## config.mk

```make
export PLATFORM = sky130hd
export DESIGN_NAME = snake_dir_input
export DESIGN_NICKNAME = d
export VERILOG_FILES = /design/src/rtl/snake_dir_input.sv
export SDC_FILE = /design/constraint.sdc
export NUM_CORES = 1
export LEC_CHECK = 0
export ABC_AREA = 1
export CORE_ASPECT_RATIO = 0.75
export CORE_MARGIN = 2
export CORE_UTILIZATION = 45
export DETAILED_ROUTE_END_ITERATION = 8
export HOLD_SLACK_MARGIN = 0.05
export SKIP_CTS_REPAIR_TIMING = 1
export SLEW_MARGIN = 20
export SYNTH_ARGS = -nofsm -noshare
export SYNTH_HDL_FRONTEND = slang
export SYNTH_SLANG_ARGS = --single-unit
export TNS_END_PERCENT = 30
```

## constraint.sdc

```tcl
create_clock -name clk -period 2.2 [get_ports clk]
set_clock_uncertainty 0.05 [all_clocks]
set_input_delay 0.55 -clock clk [delete_from_list [all_inputs] [get_ports clk]]
set_output_delay 0.55 -clock clk [all_outputs]
set_load 0.005 [all_outputs]
```

## src/rtl/snake_dir_input.sv

```systemverilog
// Arrow-button conditioner and two-deep turn queue for the snake engine.
// Sync, debounce, press detection, turn filtering and step-driven release.
module snake_dir_input #(
   parameter int         DEBOUNCE_CYCLES = 200_000,
   parameter logic [3:0] ACTIVE_LOW      = 4'b0011
) (
   input  logic       clk,
   input  logic       reset,
   input  logic [3:0] btn_raw,
   input  logic       step,
   output logic [1:0] dir_out,
   output logic [1:0] queue_level,
   output logic       accept_pulse,
   output logic       drop_pulse
);

   localparam int CW = $clog2(DEBOUNCE_CYCLES + 1);
   localparam logic [CW-1:0] CNT_LAST = CW'(DEBOUNCE_CYCLES - 1);

   logic [3:0]    r_sync1;
   logic [3:0]    r_sync2;
   logic [3:0]    r_stable;
   logic [3:0]    r_stable_d;
   logic [CW-1:0] r_cnt [4];
   logic [1:0]    r_q0;
   logic [1:0]    r_q1;

   logic [3:0]    w_pressed;
   logic [3:0]    w_stable_nx;
   logic [CW-1:0] w_cnt_nx [4];
   logic [3:0]    w_evt;
   logic [3:0]    w_win;
   logic [3:0]    w_lose;
   logic [1:0]    w_req;
   logic          w_req_vld;
   logic [1:0]    w_ref;
   logic          w_rej;
   logic          w_pop;
   logic          w_push;
   logic          w_drop;
   logic [1:0]    w_dir_nx;
   logic [1:0]    w_q0_nx;
   logic [1:0]    w_q1_nx;
   logic [1:0]    w_lvl_nx;

   assign w_pressed = r_sync2 ^ ACTIVE_LOW;
   assign w_evt     = r_stable & ~r_stable_d;

   // Any cycle of agreement restarts the count, so glitches never accumulate.
   always_comb begin
      w_stable_nx = r_stable;
      for (int i = 0; i < 4; i++) begin
         w_cnt_nx[i] = '0;
         if (w_pressed[i] != r_stable[i]) begin
            if (r_cnt[i] == CNT_LAST)
               w_stable_nx[i] = ~r_stable[i];
            else
               w_cnt_nx[i] = r_cnt[i] + CW'(1);
         end
      end
   end

   always_comb begin
      w_req = 2'd0;
      w_win = 4'b0000;
      priority case (1'b1)
         w_evt[0]: begin w_req = 2'd0; w_win = 4'b0001; end
         w_evt[1]: begin w_req = 2'd1; w_win = 4'b0010; end
         w_evt[2]: begin w_req = 2'd2; w_win = 4'b0100; end
         w_evt[3]: begin w_req = 2'd3; w_win = 4'b1000; end
         default: ;
      endcase
      w_req_vld = |w_evt;
      w_lose    = w_evt & ~w_win;
   end

   // Turns are judged against the last queued turn, not the live heading.
   always_comb begin
      if (queue_level == 2'd0)
         w_ref = dir_out;
      else if (queue_level == 2'd2)
         w_ref = r_q1;
      else
         w_ref = r_q0;
      w_rej  = (w_req[1] == w_ref[1]);
      w_pop  = step && (queue_level != 2'd0);
      w_push = w_req_vld && !w_rej &&
               ((queue_level != 2'd2) || step);
      w_drop = (w_req_vld && !w_push) || (|w_lose);
   end

   always_comb begin
      w_dir_nx = dir_out;
      w_q0_nx  = r_q0;
      w_q1_nx  = r_q1;
      w_lvl_nx = queue_level;
      if (w_pop) begin
         w_dir_nx = r_q0;
         w_q0_nx  = r_q1;
         w_q1_nx  = 2'd0;
         w_lvl_nx = queue_level - 2'd1;
      end
      if (w_push) begin
         if (w_lvl_nx == 2'd0)
            w_q0_nx = w_req;
         else
            w_q1_nx = w_req;
         w_lvl_nx = w_lvl_nx + 2'd1;
      end
   end

   always_ff @(posedge clk or negedge reset) begin
      if (!reset) begin
         r_sync1      <= ACTIVE_LOW;
         r_sync2      <= ACTIVE_LOW;
         r_stable     <= 4'b0000;
         r_stable_d   <= 4'b0000;
         for (int i = 0; i < 4; i++)
            r_cnt[i] <= '0;
         r_q0         <= 2'd0;
         r_q1         <= 2'd0;
         dir_out      <= 2'd0;
         queue_level  <= 2'd0;
         accept_pulse <= 1'b0;
         drop_pulse   <= 1'b0;
      end else begin
         r_sync1      <= btn_raw;
         r_sync2      <= r_sync1;
         r_stable     <= w_stable_nx;
         r_stable_d   <= r_stable;
         for (int i = 0; i < 4; i++)
            r_cnt[i] <= w_cnt_nx[i];
         r_q0         <= w_q0_nx;
         r_q1         <= w_q1_nx;
         dir_out      <= w_dir_nx;
         queue_level  <= w_lvl_nx;
         accept_pulse <= w_push;
         drop_pulse   <= w_drop;
      end
   end

endmodule

```

# Word level (Yosys, flattened, before mapping)
# Index checks and enable logic that the tools add are counted.
# classes
addsub	6
n_eq_ne	11
mux	26
n_bitwise	9
reduce_logical	17
# ops
cell	count
$mux W18	8
$add A18 B1 Y18 const B	4
$eq A18 B18 Y1 const B	4
$mux W2	14
$mux W4	4
$and A4 B4 Y4	2
$not A4 Y4	2
$reduce_and A2 Y1	4
$reduce_or A4 Y1	2
$logic_and A1 B1 Y1	4
$logic_not A2 Y1	2
$ne A1 B1 Y1	4
$not A1 Y1	4
$add A2 B1 Y2 const B	1
$eq A2 B2 Y1 const B	1
$logic_not A1 Y1	2
$logic_or A1 B1 Y1	2
$ne A2 B2 Y1 const B	1
$not A2 Y2	1
$reduce_bool A2 Y1	1
$sub A2 B1 Y2 const B	1
$eq A1 B1 Y1	1
# word_totals
ff_bits	98
input_bits	7
word_cells	86

# Logic depth before layout (Yosys ltp)
# Gate-level depths: netlist (run 1).
# logic_depth
ltp_word	13
depth_mapped	12

# Worst setup path after synthesis (run 1)
# Ideal clock, no wire load.
# synth_path
path_type	register to register
from	register queue_level[0]
to	register r_q0[1]
setup_ps	117
arrival_time_ps	1567
required_ps	2033
setup_slack_ps	466
path_stages_with_launch	12
path_buffers	0
cell_sequence	dfrtp_1 inv_1 ha_1 inv_1 nand2_2 xor2_1 ha_1 inv_1 nand2_1 o21ai_0 nand2_1 nand2_1
# synth_via
elab_chain_len	8
# synth_lines
item	line	rtl
from (decl)	12	output logic [1:0] queue_level,
from (signal assigned)	136	queue_level <= w_lvl_nx;
$eq A2 B2 Y1	81	else if (queue_level == 2'd2)
$mux W2	81	
$mux W2	79	if (queue_level == 2'd0)
$eq A1 B1 Y1	85	w_rej = (w_req[1] == w_ref[1]);
$logic_not A1 Y1	87	w_push = w_req_vld && !w_rej &&
$logic_and A1 B1 Y1 (2 in a row)	87	
$mux W2 (*)	103	if (w_push) begin
named net w_q0_nx[1]	42	logic [1:0] w_q0_nx;
to (signal assigned)	133	r_q0 <= w_q0_nx;
to (decl)	25	logic [1:0] r_q0;
# The timed path passes the listed nets; every way through them passes the cells marked *.
# A chain may end at the register's enable or synchronous reset.

# Worst setup path in the final report (run 1)
# layout_path
from	register queue_level[0]
to	register r_q1[0]
# layout_via
elab_chain_len	8
# layout_lines
item	line	rtl
$eq A2 B2 Y1	81	
$mux W2	81	
$mux W2	79	
$eq A1 B1 Y1	85	
$logic_not A1 Y1	87	
$logic_and A1 B1 Y1 (2 in a row)	87	
$mux W2 (*)	103	
named net w_q1_nx[0]	43	logic [1:0] w_q1_nx;
to (signal assigned)	134	r_q1 <= w_q1_nx;
to (decl)	26	logic [1:0] r_q1;
# Marked as above.

==> results of run 1 <==
==> logic make-up (layout without fill, tap and decap cells) <==
family	count (synthesis)	count (layout)
xor gates and xnor gates	44	44
and+or+nand+nor	375	375
DFF	98	98
adders and majority gates	7	7
buffers and inverters	68	101
AOI/OAI and AO/OA	24	24
==> power groups by stage <==
stage               logic, mW  clock network, mW  registers (mW)
finish                  0.515               1.56            1.89
global placement        0.501                  0            1.92
detailed placement      0.518                  0            1.93
global route            0.602               1.69            1.90
floorplan               0.323                  0            1.92
CTS                     0.522               1.61            1.89
==> worst reg2reg max path, cell delays in order, from the launching register on <==
cell	delay, ps
dfrtp_1	390
inv_1	80
ha_1	200
inv_1	90
nand2_2	90
xor2_1	230
ha_1	280
inv_1	110
nand3_1	90
nand2_1	60
nand2_1	70
nand2_1	40
==> placed cells by master (no fill, tap or decap) <==
cell               n
buf_12             1
clkinv_4           1
nor3_1            13
nor2_4             3
o21bai_1           2
clkinv_2           3
nor3_4             3
ha_1               7
dfrtp_1           94
inv_2              1
inv_1             67
clkbuf_16          9
bufinv_16          1
nand3_2            6
nor3b_1            3
nand2_1          149
or2_2              1
clkdlybuf4s50_1   11
nand3_1           44
nand4_1            8
nand2_2            9
buf_4              5
a21oi_2            1
a21oi_1            8
nor2_2             6
or2_1              1
clkbuf_1           1
xor2_1            33
clkbuf_8           1
o22ai_1            1
xnor2_1           11
dfstp_2            4
o21ai_0           12
nor2_1           129
==> worst max-delay path by stage <==
stage,depth (start not counted),to,start,slack [ps]
2_1_floorplan,11,r_q0[1],queue_level[0],470
3_3_place_gp,9,r_q0[1],step,60
3_5_place_dp,9,r_q1[0],step,20
4_1_cts,11,r_q1[0],queue_level[0],290
5_1_grt,11,r_q1[0],queue_level[0],50
6_report,11,r_q1[0],queue_level[0],310
==> area by class of cell <==
type	instances	area (sq um)	area share [%]
sequential	98	2457	43.84
multi-input combinational	450	2253	40.20
inverter	68	255.2	4.554
clock buffer	11	242.7	4.330
tap	140	175.2	3.125
timing repair buffer	17	167.7	2.991
clock inverter	5	53.80	0.9598
==> state kept, by name, indices dropped and copies added (netlist names) <==
name,count
r_cnt,72
r_stable,4
r_stable_d,4
r_sync1,4
r_sync2,4
dir_out,2
queue_level,2
r_q0,2
r_q1,2
accept_pulse,1
drop_pulse,1
==> metal layers <==
metal / part of all wire [%] / routed length, um / track usage (%) / up-vias
met5: 0 / 0 / 0 / -
met4: 0.99 / 93 / 4.815 / 0
met3: 4.5 / 421 / 3.909 / 8
met2: 41 / 3836 / 25.72 / 67
met1: 54 / 5068 / 25.51 / 1789
li1: - / - / - / 1981
==> results.md, run 1 <==
- Status: finished clean
- Int Power: 2.955 mW
- Min-Delay Path Class: primary input to asynchronous set/reset pin
- Clock power share: 39.3%
- CTS Buf Count: 9
- Avg Inst Size Synth: 8.062 sq um
- Worst r2r src: queue_level[0]
- CP max stage delay: 390 ps
- Mux contribution to synthesized area: 0%
- Die ar.: 11,900 sq um
- Final hold slack: 127.8 ps
- Initial antenna violation count: 0
- Post-synthesis instance total: 616
- Mean routed wirelength per cell: 11.94 um
- Post-synth top area share: 47.37%
- Area leader, netlist: dfrtp_1
- Place WS: 18.98 ps
- Global-route wire length before repair: 16,680 um
- Final WS setup: 311.0 ps
- Synth async-reset ratio: 100.0%
- FF-to-FF End: r_q1[0]
- Max Clock Freq: 0.5294 GHz
- Clk slew on worst S/H paths: 70 ps
- Max-cap check violation count: 0
- CP endpoint kind: flop
- Setup TNS: 0 ps
- Fill count: 1,000
- Largest family of logic cells by synthesized area: simple AND/OR/NAND/NOR gates
- Antenna Nets Post-Route: 0
- Top FF cell, synth: dfrtp_1
- Die width: 125.3 um
- Largest net degree at the start of global routing: 40
- N_diodes: 0
- Worst slew margin: 65.72%
- Power per cell area: 708.1 nW/um^2
- Detailed-router iteration count before antenna repair: 4
- Cell Rows: 33
- Clock tree sinks: 98
- Syn Nets: 630
- Placement Cell Area: 5309 sq um
- Hold Violations, Final: 0
- Vias in the first global route: 3,603
- CP cell instances: inv_1, ha_1, inv_1, nand2_2, xor2_1, ha_1, inv_1, nand3_1, nand2_1, nand2_1, nand2_1
- Synth cell count leaders: nand2_1 (149), nor2_1 (129), dfrtp_1 (94)
- Area of the core: 10,860 sq um
- Post-DP HPWL: 6890 um
- Worst slew pin tran: 514.2 ps
- PortBufs: 12
- Via count: 3,845
- Remaining Overflow, GRT: 0
- Residual DRC: 0
- CTS tree: done
- Pleak: 2.501 nW
- Area grow syn2layout: 12.87%
- Worst ir drop on vdd: 0.0005547 V
- Logic pwr share: 13.0%
- Top-count cell post-synth: nand2_1
- Kind of critical path: flop to flop
- Register area share after synthesis: 49.48%
- Setup-failing EPs final: 0
- Sequential power share: 47.7%
- Gpl congestion: 0.9333
- CP max FO: 5
- Sw frac: 25.56%
- Yosys warning count: 0
- Total Nets Final: 658
- Post-synthesis xor/xnor area fraction: 7.760%
- Yosys cell types: 25
- Flop2flop setup slack: 310 ps
- Fin. max-slew vios: 0
- Share of cells above drive strength 1: 8.475%
- Synth Area in Compound Gates: 2.620%
- CTS Root Buffer Type: clkbuf_16
- Final Power: 3.969 mW
- CP top delay family: adder cells
- Post-synth EDFFs: 0
- Post-layout util: 51.62%
- Adder-Cell Fraction of Synth Area: 1.764%
- Tcrit/Tclk final: 85.86%
- GR Util All Layers: 17.30%
- Final WL: 9420 um
- CP required: 2380 ps
- Post-synthesis register bit count: 98
- Clk_lat worst skew: 340 ps
- CP max-delay cell: dfrtp_1
- H-tree depth: 3
- Worst Path Arrival: 2070 ps
- Final min period: 1889 ps
- Crit start category: flop
- Post-Syn Area: 4966 sq um
- Top area cells in the synthesized netlist: dfrtp_1 (47%), nand2_1 (11%), nor2_1 (9.8%), xor2_1 (5.8%), inv_1 (5.1%)
- Simple logic cell fraction of the synthesized area: 33.23%
- Cell Count, Final, Fillers Out: 789
- Die Ht: 94.98 um
- Buffers from clock root to sink, at most: 2
- Starting density of the core: 45.73%
- Final instance area: 5605 sq um
- Io pins: 13
- Reg2Reg Depth: 11
- Vias per cell: 4.873
- CP bufs+invs: 3
- Initial DRC count: 279
- RSZ-0062 raised after global routing: no
- Inst Count DP: 773
- Switching pwr: 1.014 mW
(Power assumes the default switching activity.)
==> inputs of run 2 (changes only) <==
Settings changed: GPL_TIMING_DRIVEN set to 1.
==> results of run 2 <==
No change in the layout: final DEF, timing and power equal those of run 1.
